--- src/rtl/oam_dma_pkg.sv ---
`default_nettype none
// ============================================================================
// oam_dma_pkg : shared types and constants for the CPU bus front-end / OAM DMA
// Revision: 1.0
// ============================================================================
package oam_dma_pkg;

   typedef enum logic [1:0] {
      IDLE     = 2'd0,
      STARTING = 2'd1,
      ACTIVE   = 2'd2
   } dma_state_e;

   localparam int unsigned DMA_LEN_DEFAULT    = 160;
   localparam logic [7:0]  DMA_REG_LO_DEFAULT = 8'h46;
   localparam logic [7:0]  HIGH_PAGE          = 8'hFF;

   // Source pages E0-FF alias the C0-DF work RAM.
   function automatic logic [7:0] eff_src(input logic [7:0] src);
      return (src >= 8'hE0) ? (src - 8'h20) : src;
   endfunction

endpackage
`default_nettype wire

--- src/rtl/oam_dma_if.sv ---
`default_nettype none
// ============================================================================
// oam_dma_if : CPU-side, main-bus, high-page and OAM signal bundle
// Revision: 1.0
// ============================================================================
interface oam_dma_if;
   logic [15:0] cpu_addr;
   logic        cpu_enable;
   logic        cpu_write;
   logic [7:0]  cpu_wdata;
   logic [7:0]  cpu_rdata;
   logic [15:0] bus_addr;
   logic        bus_enable;
   logic        bus_write;
   logic [7:0]  bus_wdata;
   logic [7:0]  bus_rdata;
   logic [7:0]  hi_addr;
   logic        hi_enable;
   logic        hi_write;
   logic [7:0]  hi_wdata;
   logic [7:0]  hi_rdata;
   logic [7:0]  oam_addr;
   logic        oam_write;
   logic [7:0]  oam_wdata;
   logic        dma_active;

   modport master (
      input  cpu_addr, cpu_enable, cpu_write, cpu_wdata, bus_rdata, hi_rdata,
      output cpu_rdata, bus_addr, bus_enable, bus_write, bus_wdata,
             hi_addr, hi_enable, hi_write, hi_wdata,
             oam_addr, oam_write, oam_wdata, dma_active
   );

   modport slave (
      output cpu_addr, cpu_enable, cpu_write, cpu_wdata, bus_rdata, hi_rdata,
      input  cpu_rdata, bus_addr, bus_enable, bus_write, bus_wdata,
             hi_addr, hi_enable, hi_write, hi_wdata,
             oam_addr, oam_write, oam_wdata, dma_active
   );
endinterface
`default_nettype wire

--- src/rtl/oam_dma.sv ---
`default_nettype none
// ============================================================================
// oam_dma : CPU bus front-end with high-page routing and OAM DMA engine
// Revision: 1.0
// ============================================================================
module oam_dma
   import oam_dma_pkg::*;
#(
   parameter int unsigned DMA_LEN    = DMA_LEN_DEFAULT,
   parameter logic [7:0]  DMA_REG_LO = DMA_REG_LO_DEFAULT
) (
   input  wire logic clk,
   input  wire logic reset,
   oam_dma_if.master bus_if
);

   localparam logic [7:0] LAST_IDX = 8'(DMA_LEN - 1);

   dma_state_e state_q, state_d;
   logic [1:0] phase_q, phase_d;
   logic [7:0] src_q, src_d;
   logic [7:0] idx_q, idx_d;
   logic       owns_q, owns_d;

   logic w_hi_page;
   logic w_dma_reg;
   logic w_m_end;
   logic w_dma_wr;

   assign w_hi_page = (bus_if.cpu_addr[15:8] == HIGH_PAGE);
   assign w_dma_reg = w_hi_page && (bus_if.cpu_addr[7:0] == DMA_REG_LO);
   assign w_m_end   = (phase_q == 2'd3);
   assign w_dma_wr  = bus_if.cpu_enable && bus_if.cpu_write && w_dma_reg && w_m_end;

   always_ff @(posedge clk) begin
      if (reset) begin
         state_q <= IDLE;
         phase_q <= 2'd0;
         src_q   <= 8'h00;
         idx_q   <= 8'h00;
         owns_q  <= 1'b0;
      end else begin
         state_q <= state_d;
         phase_q <= phase_d;
         src_q   <= src_d;
         idx_q   <= idx_d;
         owns_q  <= owns_d;
      end
   end

   // A register write always restarts; owns is left alone so a restart keeps the CPU locked.
   always_comb begin
      phase_d = phase_q + 2'd1;
      state_d = state_q;
      src_d   = src_q;
      idx_d   = idx_q;
      owns_d  = owns_q;
      if (w_m_end) begin
         if (w_dma_wr) begin
            state_d = STARTING;
            src_d   = bus_if.cpu_wdata;
            idx_d   = 8'h00;
         end else begin
            case (state_q)
               STARTING: begin
                  state_d = ACTIVE;
                  owns_d  = 1'b1;
               end
               ACTIVE: begin
                  idx_d = idx_q + 8'h01;
                  if (idx_q == LAST_IDX) begin
                     state_d = IDLE;
                     owns_d  = 1'b0;
                  end
               end
               default: state_d = state_q;
            endcase
         end
      end
   end

   always_comb begin
      bus_if.hi_addr   = bus_if.cpu_addr[7:0];
      bus_if.hi_enable = bus_if.cpu_enable && w_hi_page && !w_dma_reg;
      bus_if.hi_write  = bus_if.hi_enable && bus_if.cpu_write;
      bus_if.hi_wdata  = bus_if.cpu_wdata;

      if (owns_q) begin
         bus_if.bus_addr   = {eff_src(src_q), idx_q};
         bus_if.bus_enable = (state_q == ACTIVE);
         bus_if.bus_write  = 1'b0;
         bus_if.bus_wdata  = 8'h00;
      end else begin
         bus_if.bus_addr   = bus_if.cpu_addr;
         bus_if.bus_enable = bus_if.cpu_enable && !w_hi_page;
         bus_if.bus_write  = bus_if.bus_enable && bus_if.cpu_write;
         bus_if.bus_wdata  = bus_if.cpu_wdata;
      end

      // The byte of an M-cycle aborted by a restart is discarded.
      bus_if.oam_addr   = idx_q;
      bus_if.oam_wdata  = bus_if.bus_rdata;
      bus_if.oam_write  = (state_q == ACTIVE) && w_m_end && !w_dma_wr;
      bus_if.dma_active = owns_q;

      bus_if.cpu_rdata = 8'hFF;
      if (bus_if.cpu_enable) begin
         if (w_dma_reg) begin
            bus_if.cpu_rdata = src_q;
         end else if (w_hi_page) begin
            bus_if.cpu_rdata = bus_if.hi_rdata;
         end else if (!owns_q) begin
            bus_if.cpu_rdata = bus_if.bus_rdata;
         end
      end
   end

endmodule
`default_nettype wire

--- src/flat_wrapper.sv ---
// flat-port wrapper written by rule: the top's interface ports become plain ports
module oam_dma_flat import oam_dma_pkg::*;
#(
   parameter int unsigned DMA_LEN    = DMA_LEN_DEFAULT,
   parameter logic [7:0]  DMA_REG_LO = DMA_REG_LO_DEFAULT
)
  (clk, reset, bus_if_cpu_addr, bus_if_cpu_enable, bus_if_cpu_write, bus_if_cpu_wdata, bus_if_bus_rdata, bus_if_hi_rdata, bus_if_cpu_rdata, bus_if_bus_addr, bus_if_bus_enable, bus_if_bus_write, bus_if_bus_wdata, bus_if_hi_addr, bus_if_hi_enable, bus_if_hi_write, bus_if_hi_wdata, bus_if_oam_addr, bus_if_oam_write, bus_if_oam_wdata, bus_if_dma_active);
  oam_dma_if bus_if_i ();
  input  wire logic clk;
  input  wire logic reset;
  input wire logic [$bits(bus_if_i.cpu_addr)-1:0] bus_if_cpu_addr;
  input wire logic [$bits(bus_if_i.cpu_enable)-1:0] bus_if_cpu_enable;
  input wire logic [$bits(bus_if_i.cpu_write)-1:0] bus_if_cpu_write;
  input wire logic [$bits(bus_if_i.cpu_wdata)-1:0] bus_if_cpu_wdata;
  input wire logic [$bits(bus_if_i.bus_rdata)-1:0] bus_if_bus_rdata;
  input wire logic [$bits(bus_if_i.hi_rdata)-1:0] bus_if_hi_rdata;
  output wire logic [$bits(bus_if_i.cpu_rdata)-1:0] bus_if_cpu_rdata;
  output wire logic [$bits(bus_if_i.bus_addr)-1:0] bus_if_bus_addr;
  output wire logic [$bits(bus_if_i.bus_enable)-1:0] bus_if_bus_enable;
  output wire logic [$bits(bus_if_i.bus_write)-1:0] bus_if_bus_write;
  output wire logic [$bits(bus_if_i.bus_wdata)-1:0] bus_if_bus_wdata;
  output wire logic [$bits(bus_if_i.hi_addr)-1:0] bus_if_hi_addr;
  output wire logic [$bits(bus_if_i.hi_enable)-1:0] bus_if_hi_enable;
  output wire logic [$bits(bus_if_i.hi_write)-1:0] bus_if_hi_write;
  output wire logic [$bits(bus_if_i.hi_wdata)-1:0] bus_if_hi_wdata;
  output wire logic [$bits(bus_if_i.oam_addr)-1:0] bus_if_oam_addr;
  output wire logic [$bits(bus_if_i.oam_write)-1:0] bus_if_oam_write;
  output wire logic [$bits(bus_if_i.oam_wdata)-1:0] bus_if_oam_wdata;
  output wire logic [$bits(bus_if_i.dma_active)-1:0] bus_if_dma_active;
  assign bus_if_i.cpu_addr = bus_if_cpu_addr;
  assign bus_if_i.cpu_enable = bus_if_cpu_enable;
  assign bus_if_i.cpu_write = bus_if_cpu_write;
  assign bus_if_i.cpu_wdata = bus_if_cpu_wdata;
  assign bus_if_i.bus_rdata = bus_if_bus_rdata;
  assign bus_if_i.hi_rdata = bus_if_hi_rdata;
  assign bus_if_cpu_rdata = bus_if_i.cpu_rdata;
  assign bus_if_bus_addr = bus_if_i.bus_addr;
  assign bus_if_bus_enable = bus_if_i.bus_enable;
  assign bus_if_bus_write = bus_if_i.bus_write;
  assign bus_if_bus_wdata = bus_if_i.bus_wdata;
  assign bus_if_hi_addr = bus_if_i.hi_addr;
  assign bus_if_hi_enable = bus_if_i.hi_enable;
  assign bus_if_hi_write = bus_if_i.hi_write;
  assign bus_if_hi_wdata = bus_if_i.hi_wdata;
  assign bus_if_oam_addr = bus_if_i.oam_addr;
  assign bus_if_oam_write = bus_if_i.oam_write;
  assign bus_if_oam_wdata = bus_if_i.oam_wdata;
  assign bus_if_dma_active = bus_if_i.dma_active;
  oam_dma #(.DMA_LEN(DMA_LEN), .DMA_REG_LO(DMA_REG_LO)) u_core (.clk(clk), .reset(reset), .bus_if(bus_if_i));
endmodule
--- config.mk ---
export PLATFORM = sky130hd
export DESIGN_NAME = oam_dma_flat
export DESIGN_NICKNAME = d
export VERILOG_FILES = /design/src/rtl/oam_dma_pkg.sv /design/src/rtl/oam_dma_if.sv /design/src/rtl/oam_dma.sv /design/src/flat_wrapper.sv
export SDC_FILE = /design/constraint.sdc
export NUM_CORES = 1
export LEC_CHECK = 0
export ABC_AREA = 1
export ABC_CLOCK_PERIOD_IN_PS = 1750
export CAP_MARGIN = 20
export CORE_MARGIN = 4
export CORE_UTILIZATION = 37
export DETAILED_ROUTE_END_ITERATION = 6
export PLACE_DENSITY = 0.82
export SETUP_SLACK_MARGIN = 0.02
export SLEW_MARGIN = 25
export SYNTH_ARGS = -nofsm -noshare
export SYNTH_HDL_FRONTEND = slang
export SYNTH_SLANG_ARGS = --single-unit
--- constraint.sdc ---
create_clock -name clk -period 1.75 [get_ports clk]
set_input_delay 0.35 -clock clk [delete_from_list [all_inputs] [get_ports clk]]
set_output_delay 0.35 -clock clk [all_outputs]
set_load 0.005 [all_outputs]
# After elaboration in Yosys (flattened, before gate mapping)
# Index checks and enable logic that the tools add are counted.
# word_totals
register_bits,21
wordCells,55
# classes
magnitude_cmp,1
n_bitwise,1
n_addsub,3
muxes,16
eq_ne,8
reduce_logical,21
# ops
cell,n
$mux W8,8
$eq A8 B8 Y1 const B,2
$mux W16,1
$logic_and A1 B1 Y1,11
$add A8 B1 Y8 const B,1
$eq A8 B7 Y1 const B,1
$ge A8 B8 Y1 const B,1
$sub A8 B6 Y8 const B,1
$eq A2 B2 Y1 const B,2
$mux W2,2
$pmux W2 S2,1
$reduce_and A2 Y1,2
$reduce_and A4 Y1,1
$reduce_bool A2 Y1,2
$logic_not A1 Y1,3
$mux W1,3
$ne A3 B1 Y1 const B,1
$reduce_and A3 Y1,1
$reduce_bool A3 Y1,1
$add A2 B1 Y2 const B,1
$eq A2 B1 Y1 const B,1
$ne A2 B1 Y1 const B,1
$pmux W1 S2,1
$not A1 Y1,1

# Longest topological paths before layout
# logic_depth
depth_word,6
mapped_depth,9

# Worst setup path after synthesis
# OpenSTA, ideal clock, no wires.
# synth_path
path_type,input-to-output
startpoint,in bus_if_cpu_addr[0]
endpoint,out bus_if_cpu_rdata[0]
path_buffers,0
arrival_time_ps,1122
path_slack_ps,278
required_time_ps,1400
cell_stages,7
cell_sequence,nor2_1 > nand2_1 > nor2_4 > nand2_2 > inv_1 > nand2_1 > nand3_1
# synth_via
elab_chain_len,4
# synth_lines
item,line,rtl
start: declaration,flat_wrapper.sv:11,input wire logic [$bits(bus_if_i.cpu_addr)-1:0] bus_if_cpu_addr;
$eq A8 B7 Y1,oam_dma.sv:31,assign w_dma_reg = w_hi_page && (bus_if.cpu_addr[7:0] == DMA_REG_LO);
$logic_and A1 B1 Y1,oam_dma.sv:31,
$mux W8,oam_dma.sv:108,if (w_dma_reg) begin
$mux W8,oam_dma.sv:107,if (bus_if.cpu_enable) begin
end: declaration,flat_wrapper.sv:17,output wire logic [$bits(bus_if_i.cpu_rdata)-1:0] bus_if_cpu_rdata;
# No other way between the ends.

# Worst setup path in the final report
# layout_path
startpoint,in bus_if_cpu_addr[11]
endpoint,out bus_if_cpu_rdata[5]
# layout_via
elab_chain_len,4
elab_cells_between_ends,5
cone_classes,1 x eq/ne; 3 x mux; 1 x reduce/logical
# layout_lines
item,line,rtl
$eq A8 B8 Y1 (*),oam_dma.sv:30,assign w_hi_page = (bus_if.cpu_addr[15:8] == HIGH_PAGE);
$mux W8 or $logic_and A1 B1 Y1 (tied branches),"oam_dma.sv:110, oam_dma.sv:31",
$mux W8 (*),oam_dma.sv:108,
$mux W8 (*),oam_dma.sv:107,
# Every way passes the cells marked *; elsewhere a longest branch is shown, timed or not.

==> impl_metrics.py <==
metrics = {
    "synth": {
        "syn-cell-area_sq_um": 1760,
        "synth_top_area_share_pct": 23.9,
        "synth_seq_area_share_pct": 23.9,
        "synth_warnings": 0,
        "yosysUniqueCellTypes": 26,
        "ys_ff_latch": 21,
        "syn_area_per_cell_sq_um": 6.07,
        "synth_top_area_cell": "dfxtp_1",
        "syn-instance-count": 290,
        "syn_nets": 338,
        "yosys-top-cells-area": "dfxtp_1 (24%), nand2_1 (15%), buf_4 (10%)",
    },
    "layout": {
        "final_nets": 475,
        "fillers": 372,
        "n_antenna_cell": 0,
        "drive_gt1_share_pct": 30.0,
        "post-route-util_pct": 71.0,
        "design_area_sq_um": 3180,
        "syn2layout_area_growth_pct": 80.5,
        "finalNonFillerCells": 478,
    },
    "sta": {
        "rsz0062_at_grt": "true",
        "hold_viol": 0,
        "slew_headroom_pct": 79.8,
        "setup_viol": 2,
        "fin_crit_sh_pct": 101,
        "worst_slack_ns": -0.0179,
        "fmax_mhz": 566,
        "slew_viol_final": 0,
        "finClkSkew_ns": 0.00313,
        "worst_pin_slew_ns": 0.304,
        "period_minus_slack_ns": 1.77,
    },
    "clocking": {
        "clk_path_buf_depth": 2,
        "htreeDepth": 1,
        "clock-sinks": 21,
        "cts_tree": "done",
        "worstSkewPairLatency_ns": 0.26,
        "clk_pin_slew_ns": 0.08,
        "numCtsBuffers": 3,
        "postCtsHoldBufs": 0,
        "cts_root_buf": "clkbuf_8",
    },
    "power_and_ir_drop": {
        "p_leak_nw": 1.59,
        "total_power_mw": 1.16,
        "peakVddDrop_uv": 299,
        "power.density_nw_per_um2": 365,
    },
    "critical_path": {
        "r2r-start": "u_core.phase_q[0]",
        "crit_type": "primary input to output port",
        "cp-end-kind": "output port",
        "worst_setup_path_start_kind": "primary input",
        "critPathMaxFanout": 3,
        "r2r-end": "u_core.bus_if.oam_addr[6]",
        "ff2ff_setup_slack_ns": 0.23,
        "critPathRequiredTime_ns": 1.40,
        "arrival_ns": 1.42,
        "worst_r2r_path_depth": 7,
    },
    "global_routing": {
        "grt_pass1_vias": 2306,
        "grt_pass1_wl_mm": 10.7,
        "grt_util_all_layers_pct": 21.7,
        "grt_max_degree": 26,
        "antenna_found_initial": 0,
        "grt_overflow": 0,
    },
    "worst_hold_path": {
        "min_to": "u_core.state_q[0]",
        "worstHoldPathCells": 2,
        "min_path_type": "flop to flop",
        "hp-start": "u_core.state_q[0]",
    },
    "run": {
        "cap_viol_max_count": 0,
    },
    "detailed_routing": {
        "via_per_inst": 4.74,
        "drt_wl_total_mm": 6.55,
        "via_count": 2268,
        "drt_iter0_markers": 106,
        "post-route-drc-count": 0,
        "post_drt_wl_per_cell_microns": 13.7,
        "antenna_left": 0,
        "first_pass_iters": 4,
    },
    "die": {
        "num_rows": 24,
        "die_h_microns": 77.0,
        "floorplan.die_area_sq_um": 5920,
        "core_sq_um": 4470,
        "start_util_pct": 39.3,
        "io-pin-count": 114,
        "die_w_microns": 77.0,
    },
    "placed_design": {
        "placed_cell_area_sq_um": 3060,
        "place.gp.congestion": 0.855,
        "dp_cells": 467,
        "port-buffer-count": 113,
        "place_ws_ns": -0.796,
        "hpwl_mm": 5.10,
    },
    "status": {
        "outcome": "complete, but fails checks",
        "violations": "negative setup slack",
    },
}
[worst max-delay path: stages]
cell	delay (ns)
buf_6	0.07
nand4_1	0.15
buf_4	0.19
nor2_4	0.08
buf_4	0.12
buf_6	0.10
nand2_2	0.05
o21ai_2	0.07
nand3_1	0.10
buf_2	0.14
[state kept, by name, indices dropped and copies added (netlist names)]
| register | cells |
|---|---|
| u_core.state_q | 2 |
| u_core.bus_if.dma_active | 1 |
| u_core.phase_q | 2 |
| u_core.src_q | 8 |
| u_core.bus_if.oam_addr | 8 |
[where the power goes]
group,switching [mW],leakage [nW],internal [mW]
Clock,0.160,0.0255,0.159
Combinational,0.135,1.40,0.222
Sequential,0.00175,0.172,0.480
[final cells by class]
| cell class | instances | area (sq um) | area share, % |
|---|---|---|---|
| timing repair buffer | 166 | 1450 | 45.5 |
| multi-input combinational | 197 | 1040 | 32.8 |
| sequential | 21 | 428 | 13.5 |
| inverter | 38 | 150 | 4.73 |
| tap | 52 | 65.1 | 2.05 |
| clock buffer | 3 | 41.3 | 1.30 |
| clock inverter | 1 | 5.00 | 0.158 |
[worst max path at each step]
stage | from | end | cells past startpoint
final | bus_if_cpu_addr[11] | bus_if_cpu_rdata[5] | 10
after CTS | bus_if_cpu_addr[11] | bus_if_cpu_rdata[1] | 9
after floorplan | bus_if_cpu_addr[0] | bus_if_cpu_rdata[0] | 7
after global placement | bus_if_cpu_addr[10] | bus_if_cpu_rdata[5] | 9
after global routing | bus_if_cpu_addr[15] | bus_if_cpu_rdata[1] | 9
after detailed placement | bus_if_cpu_addr[11] | bus_if_cpu_rdata[5] | 9
[cell usage after synthesis (all sizes together)]
cell    number
nand4        3
ha           4
a21oi        7
o21ai       18
nand2       80
dfxtp       21
buf         29
nor4         1
xor2         3
inv         38
nor2        49
nand3       19
clkbuf       5
o22ai        1
nor3         5
nor3b        1
o211ai       6
[layer usage]
layer / track usage, % / routed length [microns] / up-vias
met5: 0 / 0 / -
met4: 7.61 / 165 / 0
met3: 4.10 / 483 / 17
met2: 39.8 / 3380 / 79
met1: 24.9 / 2510 / 1020
li1: - / - / 1152
[cells by family after synthesis]
logic type | count (synthesis) | synth area share (%)
adders and majority gates | 4 | 2.85
AOI/OAI and AO/OA | 32 | 10.2
DFF | 21 | 23.9
xor gates and xnor gates | 3 | 1.49
and+or+nand+nor | 158 | 39.8
buffers and inverters | 72 | 21.7
[through the flow]
step                setup TNS (ns)  hold slack [ns]
finish                     -0.0260            0.489
global placement            -17.69            0.400
floorplan                        0            0.390
CTS                        -0.0575            0.493
detailed placement          -18.56            0.422
global route                -0.812            0.500
[cells in the final DEF, fill, tap and decap left out, drive strengths merged]
| master | count |
|---|---|
| nor3 | 5 |
| clkbuf | 9 |
| dlymetal6s2s | 8 |
| inv | 38 |
| clkdlybuf4s15 | 1 |
| nand3 | 19 |
| nor2 | 49 |
| o211ai | 6 |
| xor2 | 3 |
| nand4 | 3 |
| ha | 4 |
| nand2 | 80 |
| a21oi | 7 |
| dlygate4sd2 | 29 |
| buf | 75 |
| o22ai | 1 |
| dfxtp | 21 |
| nor3b | 1 |
| clkinv | 1 |
| o21ai | 18 |
| clkdlybuf4s50 | 47 |
| nor4 | 1 |
[timing repair]
item | CTS | global route
setup endpoints to repair | 58 | 23
hold endpoints to repair | 0 | 0
pin swaps | 31 | 20
setup buffers | 4 | 3
gates cloned | 0 | 0
gates resized for setup | 165 | 37
Note: power is estimated with default switching activity, not from simulation.
